### src/rtl/lsu_mem_handshake_if.sv
// lsu_mem_handshake_if: valid/ready data-memory bus between the LSU (master) and memory (slave)
// mem_valid/mem_addr/mem_we/mem_wdata: request, driven by the master
// mem_ready/mem_rdata: accept strobe and read data, driven by the slave
interface lsu_mem_handshake_if #(
  parameter int ADDR_W = 32,
  parameter int DATA_W = 32
);
  logic                  mem_valid;
  logic [ADDR_W-1:0]     mem_addr;
  logic [DATA_W/8-1:0]   mem_we;
  logic [DATA_W-1:0]     mem_wdata;
  logic                  mem_ready;
  logic [DATA_W-1:0]     mem_rdata;
  modport master (output mem_valid, mem_addr, mem_we, mem_wdata, input mem_ready, mem_rdata);
  modport slave (input mem_valid, mem_addr, mem_we, mem_wdata, output mem_ready, mem_rdata);
endinterface

### src/rtl/lsu_mem_handshake.sv
// lsu_mem_handshake: load/store unit bridging the MEM stage to a variable-latency valid/ready memory
// clk, rst_n (async, active-low)
// req_*_i: MEM-stage access (valid, we, size, unsigned, addr, wdata)
// stall_o: pipeline freeze; rdata_o/rdata_valid_o: aligned, extended load result
// misaligned_o/timeout_o: one-cycle error pulses; mem: master side of the memory bus
module lsu_mem_handshake #(
  parameter int ADDR_W  = 32,
  parameter int DATA_W  = 32,
  parameter int TIMEOUT = 255
) (
  input  logic               clk,
  input  logic               rst_n,
  input  logic               req_valid_i,
  input  logic               req_we_i,
  input  logic [1:0]         req_size_i,
  input  logic               req_unsigned_i,
  input  logic [ADDR_W-1:0]  req_addr_i,
  input  logic [DATA_W-1:0]  req_wdata_i,
  output logic               stall_o,
  output logic [DATA_W-1:0]  rdata_o,
  output logic               rdata_valid_o,
  output logic               misaligned_o,
  output logic               timeout_o,
  lsu_mem_handshake_if.master mem
);
  localparam int BYTES = DATA_W / 8;
  localparam int LB    = $clog2(BYTES);
  localparam int CW    = $clog2(TIMEOUT + 1);
  localparam logic [1:0] IDLE = 2'd0, REQ = 2'd1, RESP = 2'd2;
  logic [1:0]        state_q, state_d;
  logic [CW-1:0]     cnt_q, cnt_d;
  logic              we_q, we_d, uns_q, uns_d;
  logic [1:0]        size_q, size_d;
  logic [LB-1:0]     lane_q, lane_d;
  logic [ADDR_W-1:0] addr_q, addr_d;
  logic [BYTES-1:0]  mem_we_q, mem_we_d;
  logic [DATA_W-1:0] wdata_q, wdata_d, rdata_q, rdata_d;
  logic              rv_q, rv_d, mis_q, mis_d, to_q, to_d;
  logic [LB-1:0]     lane;
  logic [BYTES-1:0]  mask;
  logic [DATA_W-1:0] sh, keep, ext;
  logic              mis, idle, in_req, accept, hs, abort, sgn;
  assign lane   = req_addr_i[LB-1:0];
  assign mis    = (req_size_i == 2'b01 & req_addr_i[0]) | (req_size_i == 2'b10 & |req_addr_i[1:0]) |
                  (req_size_i == 2'b11);
  assign idle   = state_q == IDLE;
  assign in_req = state_q == REQ;
  assign accept = idle & req_valid_i & !mis;
  assign hs     = in_req & mem.mem_ready;
  // ready in the limit cycle counts as a handshake, so abort only without it
  assign abort  = in_req & !mem.mem_ready & (cnt_q == CW'(TIMEOUT - 1));
  assign mask   = req_size_i == 2'b00 ? BYTES'(1) : req_size_i == 2'b01 ? BYTES'(3) : BYTES'(15);
  // load path: bring the addressed lane down to bit 0, then sign/zero extend above the access width
  always_comb begin
    sh   = mem.mem_rdata >> {lane_q, 3'b000};
    keep = size_q == 2'b00 ? DATA_W'(8'hff) : size_q == 2'b01 ? DATA_W'(16'hffff) : DATA_W'(32'hffff_ffff);
    sgn  = !uns_q & (size_q == 2'b00 ? sh[7] : size_q == 2'b01 ? sh[15] : sh[31]);
    ext  = (sh & keep) | (~keep & {DATA_W{sgn}});
  end
  always_comb begin
    state_d  = accept ? REQ : in_req ? ((hs | abort) ? RESP : REQ) : IDLE;
    cnt_d    = in_req ? cnt_q + CW'(!mem.mem_ready) : '0;
    we_d     = accept ? req_we_i : we_q;
    uns_d    = accept ? req_unsigned_i : uns_q;
    size_d   = accept ? req_size_i : size_q;
    lane_d   = accept ? lane : lane_q;
    addr_d   = accept ? {req_addr_i[ADDR_W-1:LB], {LB{1'b0}}} : addr_q;
    mem_we_d = accept ? (req_we_i ? mask << lane : '0) : mem_we_q;
    wdata_d  = accept ? req_wdata_i << {lane, 3'b000} : wdata_q;
    rdata_d  = abort ? '0 : (hs & !we_q) ? ext : rdata_q;
    rv_d     = hs & !we_q;
    to_d     = abort;
    mis_d    = idle & req_valid_i & mis;
  end
  always_ff @(posedge clk or negedge rst_n) begin
    if (!rst_n) begin
      state_q  <= IDLE;
      cnt_q    <= '0;
      we_q     <= 1'b0;
      uns_q    <= 1'b0;
      size_q   <= '0;
      lane_q   <= '0;
      addr_q   <= '0;
      mem_we_q <= '0;
      wdata_q  <= '0;
      rdata_q  <= '0;
      rv_q     <= 1'b0;
      to_q     <= 1'b0;
      mis_q    <= 1'b0;
    end else begin
      state_q  <= state_d;
      cnt_q    <= cnt_d;
      we_q     <= we_d;
      uns_q    <= uns_d;
      size_q   <= size_d;
      lane_q   <= lane_d;
      addr_q   <= addr_d;
      mem_we_q <= mem_we_d;
      wdata_q  <= wdata_d;
      rdata_q  <= rdata_d;
      rv_q     <= rv_d;
      to_q     <= to_d;
      mis_q    <= mis_d;
    end
  end
  // gated by rst_n so a pending request cannot hold the pipeline frozen during reset
  assign stall_o       = rst_n & (accept | in_req);
  assign rdata_o       = rdata_q;
  assign rdata_valid_o = rv_q;
  assign misaligned_o  = mis_q;
  assign timeout_o     = to_q;
  assign mem.mem_valid = in_req;
  assign mem.mem_addr  = addr_q;
  assign mem.mem_we    = mem_we_q;
  assign mem.mem_wdata = wdata_q;
endmodule

### src/flat_wrapper.sv
// flat-port wrapper written by rule: the top's interface ports become plain ports
module lsu_mem_handshake_flat 
#(
  parameter int ADDR_W  = 32,
  parameter int DATA_W  = 32,
  parameter int TIMEOUT = 255
)
  (clk, rst_n, req_valid_i, req_we_i, req_size_i, req_unsigned_i, req_addr_i, req_wdata_i, stall_o, rdata_o, rdata_valid_o, misaligned_o, timeout_o, mem_mem_valid, mem_mem_addr, mem_mem_we, mem_mem_wdata, mem_mem_ready, mem_mem_rdata);
  lsu_mem_handshake_if #(.ADDR_W(ADDR_W), .DATA_W(DATA_W)) mem_i ();
  input  logic clk;
  input  logic rst_n;
  input  logic req_valid_i;
  input  logic req_we_i;
  input  logic [1:0] req_size_i;
  input  logic req_unsigned_i;
  input  logic [ADDR_W-1:0] req_addr_i;
  input  logic [DATA_W-1:0] req_wdata_i;
  output logic stall_o;
  output logic [DATA_W-1:0] rdata_o;
  output logic rdata_valid_o;
  output logic misaligned_o;
  output logic timeout_o;
  output wire logic [$bits(mem_i.mem_valid)-1:0] mem_mem_valid;
  output wire logic [$bits(mem_i.mem_addr)-1:0] mem_mem_addr;
  output wire logic [$bits(mem_i.mem_we)-1:0] mem_mem_we;
  output wire logic [$bits(mem_i.mem_wdata)-1:0] mem_mem_wdata;
  input wire logic [$bits(mem_i.mem_ready)-1:0] mem_mem_ready;
  input wire logic [$bits(mem_i.mem_rdata)-1:0] mem_mem_rdata;
  assign mem_mem_valid = mem_i.mem_valid;
  assign mem_mem_addr = mem_i.mem_addr;
  assign mem_mem_we = mem_i.mem_we;
  assign mem_mem_wdata = mem_i.mem_wdata;
  assign mem_i.mem_ready = mem_mem_ready;
  assign mem_i.mem_rdata = mem_mem_rdata;
  lsu_mem_handshake #(.ADDR_W(ADDR_W), .DATA_W(DATA_W), .TIMEOUT(TIMEOUT)) u_core (.clk(clk), .rst_n(rst_n), .req_valid_i(req_valid_i), .req_we_i(req_we_i), .req_size_i(req_size_i), .req_unsigned_i(req_unsigned_i), .req_addr_i(req_addr_i), .req_wdata_i(req_wdata_i), .stall_o(stall_o), .rdata_o(rdata_o), .rdata_valid_o(rdata_valid_o), .misaligned_o(misaligned_o), .timeout_o(timeout_o), .mem(mem_i));
endmodule
### config.mk
export PLATFORM = sky130hd
export DESIGN_NAME = lsu_mem_handshake_flat
export DESIGN_NICKNAME = d
export VERILOG_FILES = /design/src/rtl/lsu_mem_handshake_if.sv /design/src/rtl/lsu_mem_handshake.sv /design/src/flat_wrapper.sv
export SDC_FILE = /design/constraint.sdc
export NUM_CORES = 1
export LEC_CHECK = 0
export CORE_UTILIZATION = 25
export CTS_CLUSTER_DIAMETER = 50
export DETAILED_ROUTE_END_ITERATION = 10
export GPL_ROUTABILITY_DRIVEN = 0
export GPL_TIMING_DRIVEN = 0
export PLACE_DENSITY = 0.55
export SYNTH_ARGS = -nofsm -noshare
export SYNTH_HDL_FRONTEND = slang
export SYNTH_SLANG_ARGS = --single-unit
### constraint.sdc
create_clock -name clk -period 4.93 [get_ports clk]
set_input_delay 0.493 -clock clk [delete_from_list [all_inputs] [get_ports clk]]
set_output_delay 0.493 -clock clk [all_outputs]
set_load 0.05 [all_outputs]
Yosys cells after proc, flatten, opt, wreduce, memory -nomap -nowiden --
Index checks and enable logic that the tools add are counted.
Cells by class: add/sub/neg operators 1, equal/unequal tests 6, shifts and indexed selects 3, mux-type cells 13, bitwise gates (word level) 19, reductions and logical operators 9
Operators with widths (number):
- $mux W32 | 4
- $and A32 B32 Y32 | 2
- $not A32 Y32 | 1
- $or A32 B32 Y32 | 1
- $shl A32 B5 Y32 | 1
- $shr A32 B5 Y32 | 1
- $mux W4 | 3
- $and A1 B1 Y1 | 11
- $add A8 B1 Y8 | 1
- $eq A8 B8 Y1 const B | 1
- $mux W8 | 1
- $eq A2 B1 Y1 const B | 3
- $logic_not A2 Y1 | 3
- $mux W2 | 3
- $eq A2 B2 Y1 const B | 2
- $logic_not A1 Y1 | 4
- $or A1 B1 Y1 | 4
- $shl A4 B2 Y4 | 1
- $mux W1 | 2
- $reduce_bool A2 Y1 | 1
- $reduce_or A2 Y1 | 1
Word-level totals: register bits 117, input bits 104, output and inout port bits 105, word-level logic and storage cells 64

Logic depth before layout (Yosys ltp) --
word-level depth 8, mapped depth 8, mapped depth without buffers 7

Least setup slack after synthesis --
No wires, ideal clock.
kind input to output, start point input port req_addr_i[1], end point output port stall_o, arrival 2.290 ns, data required time 4.437 ns, setup slack 2.147 ns, stages on the path 5, path buffers 2, path through buf_2 nor3_1 o211ai_1 clkbuf_1 a21boi_0
On the way: word-level cells in the longest chain between the ends 8
RTL lines:
- start: declaration | RTL line flat_wrapper.sv:16 | input logic [ADDR_W-1:0] req_addr_i;
- $reduce_or A2 Y1 | RTL line lsu_mem_handshake.sv:44 | assign mis = (req_size_i == 2'b01 & req_addr_i[0]) | (req_size_i == 2'b10 & |req_addr_i[1:0]) |
- $and A1 B1 Y1 | RTL line lsu_mem_handshake.sv:44
- $or A1 B1 Y1 (2 in a row) | RTL line lsu_mem_handshake.sv:44
- $logic_not A1 Y1 | RTL line lsu_mem_handshake.sv:48 | assign accept = idle & req_valid_i & !mis;
- $and A1 B1 Y1 | RTL line lsu_mem_handshake.sv:48
- $or A1 B1 Y1 | RTL line lsu_mem_handshake.sv:107 | assign stall_o = rst_n & (accept | in_req);
- $and A1 B1 Y1 | RTL line lsu_mem_handshake.sv:107
- end: declaration | RTL line flat_wrapper.sv:18 | output logic stall_o;
No other way between the ends.

Worst setup path in the final report --
start point input port rst_n, end point output port stall_o
On the way: word-level cells in the longest chain between the ends 1
RTL lines:
- start: declaration | RTL line flat_wrapper.sv:11 | input logic rst_n;
- $and A1 B1 Y1 | RTL line lsu_mem_handshake.sv:107
No other way between the ends.

==> flow_metrics.tcl <==
set metrics [dict create \
    cts_buffers 17 \
    htreeDepth 4 \
    io_buffer_count 205 \
    ys_ff_latch 117 \
    place_inst 981 \
    slew_headroom_pct 52.92 \
    netlist.area_leader.share_pct 52.74 \
    clock_sinks 117 \
    drt_iter0_drc 237 \
    synth_ff_type "dfrtp_1" \
    grt_pass1_vias 4720 \
    hold_class "reg -> reg" \
    clk_pin_slew_ns 0.06 \
    fin_util_pct 39.32 \
    netlist_instances 494 \
    synthXorXnorAreaFrac_pct 1.104 \
    crit_type "in -> out" \
    die_w_um 151.0 \
    cts_buffer_depth 2 \
    async_flop_share_pct 100.0 \
    met3_usage_pct 5.512 \
    ys_types 47 \
    tns_ns 0 \
    crit_arrival_ns 2.88 \
    synth_commonest_cells "117 x dfrtp_1, 56 x nand2_1, 43 x mux2_2" \
    initial_core_util_pct 25.44 \
    status "finished clean" \
    max_freq_mhz 296.1 \
    wl_per_cell_um 17.71 \
    yosysMostFrequentCell "dfrtp_1" \
    vias 4701 \
    gr-usage-all-layers_pct 16.53 \
    drive_gt1_share_pct 14.85 \
    synthTopCellsByArea "dfrtp_1 53%, mux2_2 8.7%, mux2i_1 5.8%" \
    root_buffer "clkbuf_16" \
    drv_cap 0 \
    rsz0062_at_grt "false" \
    fin_hold_ws_ns 0.4747 \
    stdcell_count 1014 \
    setup_viol 0 \
    gr-usage-met1_pct 21.71 \
    synth_compound_area_share_pct 14.85 \
    first_pass_iters 4 \
    antenna_found_initial 0 \
    worstMarginPinSlew_ns 0.7036 \
    avgViaCountPerCell 4.636 \
    cts_setup_buffers 0 \
    power_density_mw_per_mm2 587.5 \
    setup_ws_ns 1.553 \
    clock_skew_ns 0.006813 \
    grt_pass1_wl_um 27790 \
    synth-adder-area-share_pct 0.4508 \
    slew_violations 0 \
    top_usage_layer "met2" \
    whs_path_depth 2 \
    grt_max_degree 87 \
    synthMuxAreaShare_pct 15.03 \
    crit_fanout 86 \
    reg2regPathDepth 6 \
    drcViolationCount 0 \
    start_kind "input pin" \
    wl_um 17960 \
    synth_top_family_by_area "multiplexers" \
    yosysTopAreaCell "dfrtp_1" \
    n_antenna_cell 0 \
    synth_edf_count 0 \
    met2_usage_pct 25.53 \
    timing.final.crit_period_ns 3.377 \
    core_mm2 0.02182 \
    ios 209 \
    antenna_left 0 \
    yosys.area_share.simple_pct 11.88 \
    row_count 54 \
    worstSetupEndpointType "output pin" \
    ys_seq_area_share_pct 52.74 \
    ir_worst_vdd_uv 244.7 \
    dieArea_mm2 0.02281 \
    tritoncts "done" \
    clk_latency_ns 0.42 \
    gr-total-overflow 0 \
    yosys_warnings 0 \
    area_growth_pct 54.59 \
    nets 827 \
    place_hpwl_um 13410 \
    pre_cts_slack_ns 1.565 \
    worstPathRequired_ns 4.44 \
    synthesis.area_mm2 0.005552 \
    syn_area_per_cell_um2 11.24 \
    cellLeakagePower_nw 3.655 \
    finalHoldViolCount 0 \
    finalCritPeriodShare_pct 68.51 \
    fp.dieH_um 151.0 \
]
[critical path: stages]
cell	delay (ns)
dlygate4sd3_1	0.54
buf_6	0.32
buf_16	0.37
a21boi_0	0.22
clkdlybuf4s50_1	0.85
[final cells by class]
class | instances | area [µm²]
fillers | 2142 | 13240
flip-flops and latches | 117 | 2928
multi-input cells | 335 | 2412
repair buffers | 207 | 2091
clock buffers | 17 | 425.4
well taps | 280 | 350.3
plain buffers | 38 | 196.4
clock inverters | 15 | 160.2
inverters | 5 | 18.77
[report_power, final]
| group | leakage [nW] | switching (mW) | internal (mW) |
|---|---|---|---|
| Sequential | 1.47 | 0.171 | 1.25 |
| Combinational | 1.90 | 1.51 | 0.868 |
| Clock | 0.284 | 0.517 | 0.717 |
[metal layers]
metal  routed length (µm)  share of wire (%)
met5                    0                  0
met4                  232                1.3
met3                 1601                8.9
met2                 8201                 46
met1                 7927                 44
[logic make-up (layout without fill, tap and decap cells)]
logic type               after synthesis  in the layout
AO/OA/AOI/OAI                        113            113
XOR/XNOR                               7              7
adder cells (fa/ha/maj)                2              2
buffers and inverters                 43            282
flip-flops                           117            117
multiplexers                          77             77
other                                  1              2
AND/OR/NAND/NOR                      134            134
[timing repair]
action,in CTS,in global routing
setup endpoints to repair,0,0
hold endpoints to repair,32,0
gates resized for setup,0,0
hold buffers,1,0
[final timing paths]
kind                                           from                        to  slack [ns]
setup reg to reg                   u_core.lane_q[0]        u_core.rdata_o[23]        2.93
min in group asynchronous                     rst_n        u_core.rdata_o[11]        0.54
hold reg to reg            u_core.mem.mem_wdata[12]  u_core.mem.mem_wdata[12]        0.47
setup / recovery                              rst_n                   stall_o        1.55
hold / removal             u_core.mem.mem_wdata[12]  u_core.mem.mem_wdata[12]        0.47
max in group asynchronous                     rst_n   u_core.mem.mem_wdata[1]        3.64
[cell usage in the layout (no fill, tap or decap), types with 2 or more instances in the layout]
master             n
a211o_1           16
a211oi_1           8
a21oi_1           18
a221o_1            8
a32o_1             7
and2_1             3
and3_1             4
and4b_1            2
buf_1              4
buf_2             16
buf_4              5
buf_6              3
clkbuf_1          11
clkbuf_16         17
clkdlybuf4s50_1  204
clkinv_4           2
clkinvlp_4         2
conb_1             2
dfrtp_1          117
ha_1               2
inv_1              3
inv_2              2
inv_6              6
inv_8              4
mux2_2            43
mux2_4             2
mux2i_1           32
nand2_1           56
nand3_1            3
nand3b_1           8
nor2_1            31
nor2b_1           17
nor3_1             2
o211ai_1           8
o21ai_0           25
o2bb2ai_1          8
o31ai_1            9
xor2_1             6
[flip-flops by register name (all words and copies together) (netlist names)]
signal	cells
u_core.misaligned_o	1
u_core.lane_q	2
u_core.uns_q	1
u_core.rdata_o	32
u_core.we_q	1
u_core.cnt_q	8
u_core.state_q	2
u_core.timeout_o	1
u_core.mem.mem_addr	30
u_core.rdata_valid_o	1
u_core.mem.mem_we	4
u_core.mem.mem_wdata	32
u_core.size_q	2
[metrics by stage]
stage | cell area (µm²) | power, mW
finish | 8582 | 5.042
CTS | 8582 | 5.100
floorplan | 5555 | 2.954
global placement | 7958 | 3.833
global route | 8582 | 5.281
detailed placement | 7986 | 3.840
Note: power is estimated with default switching activity, not from simulation.
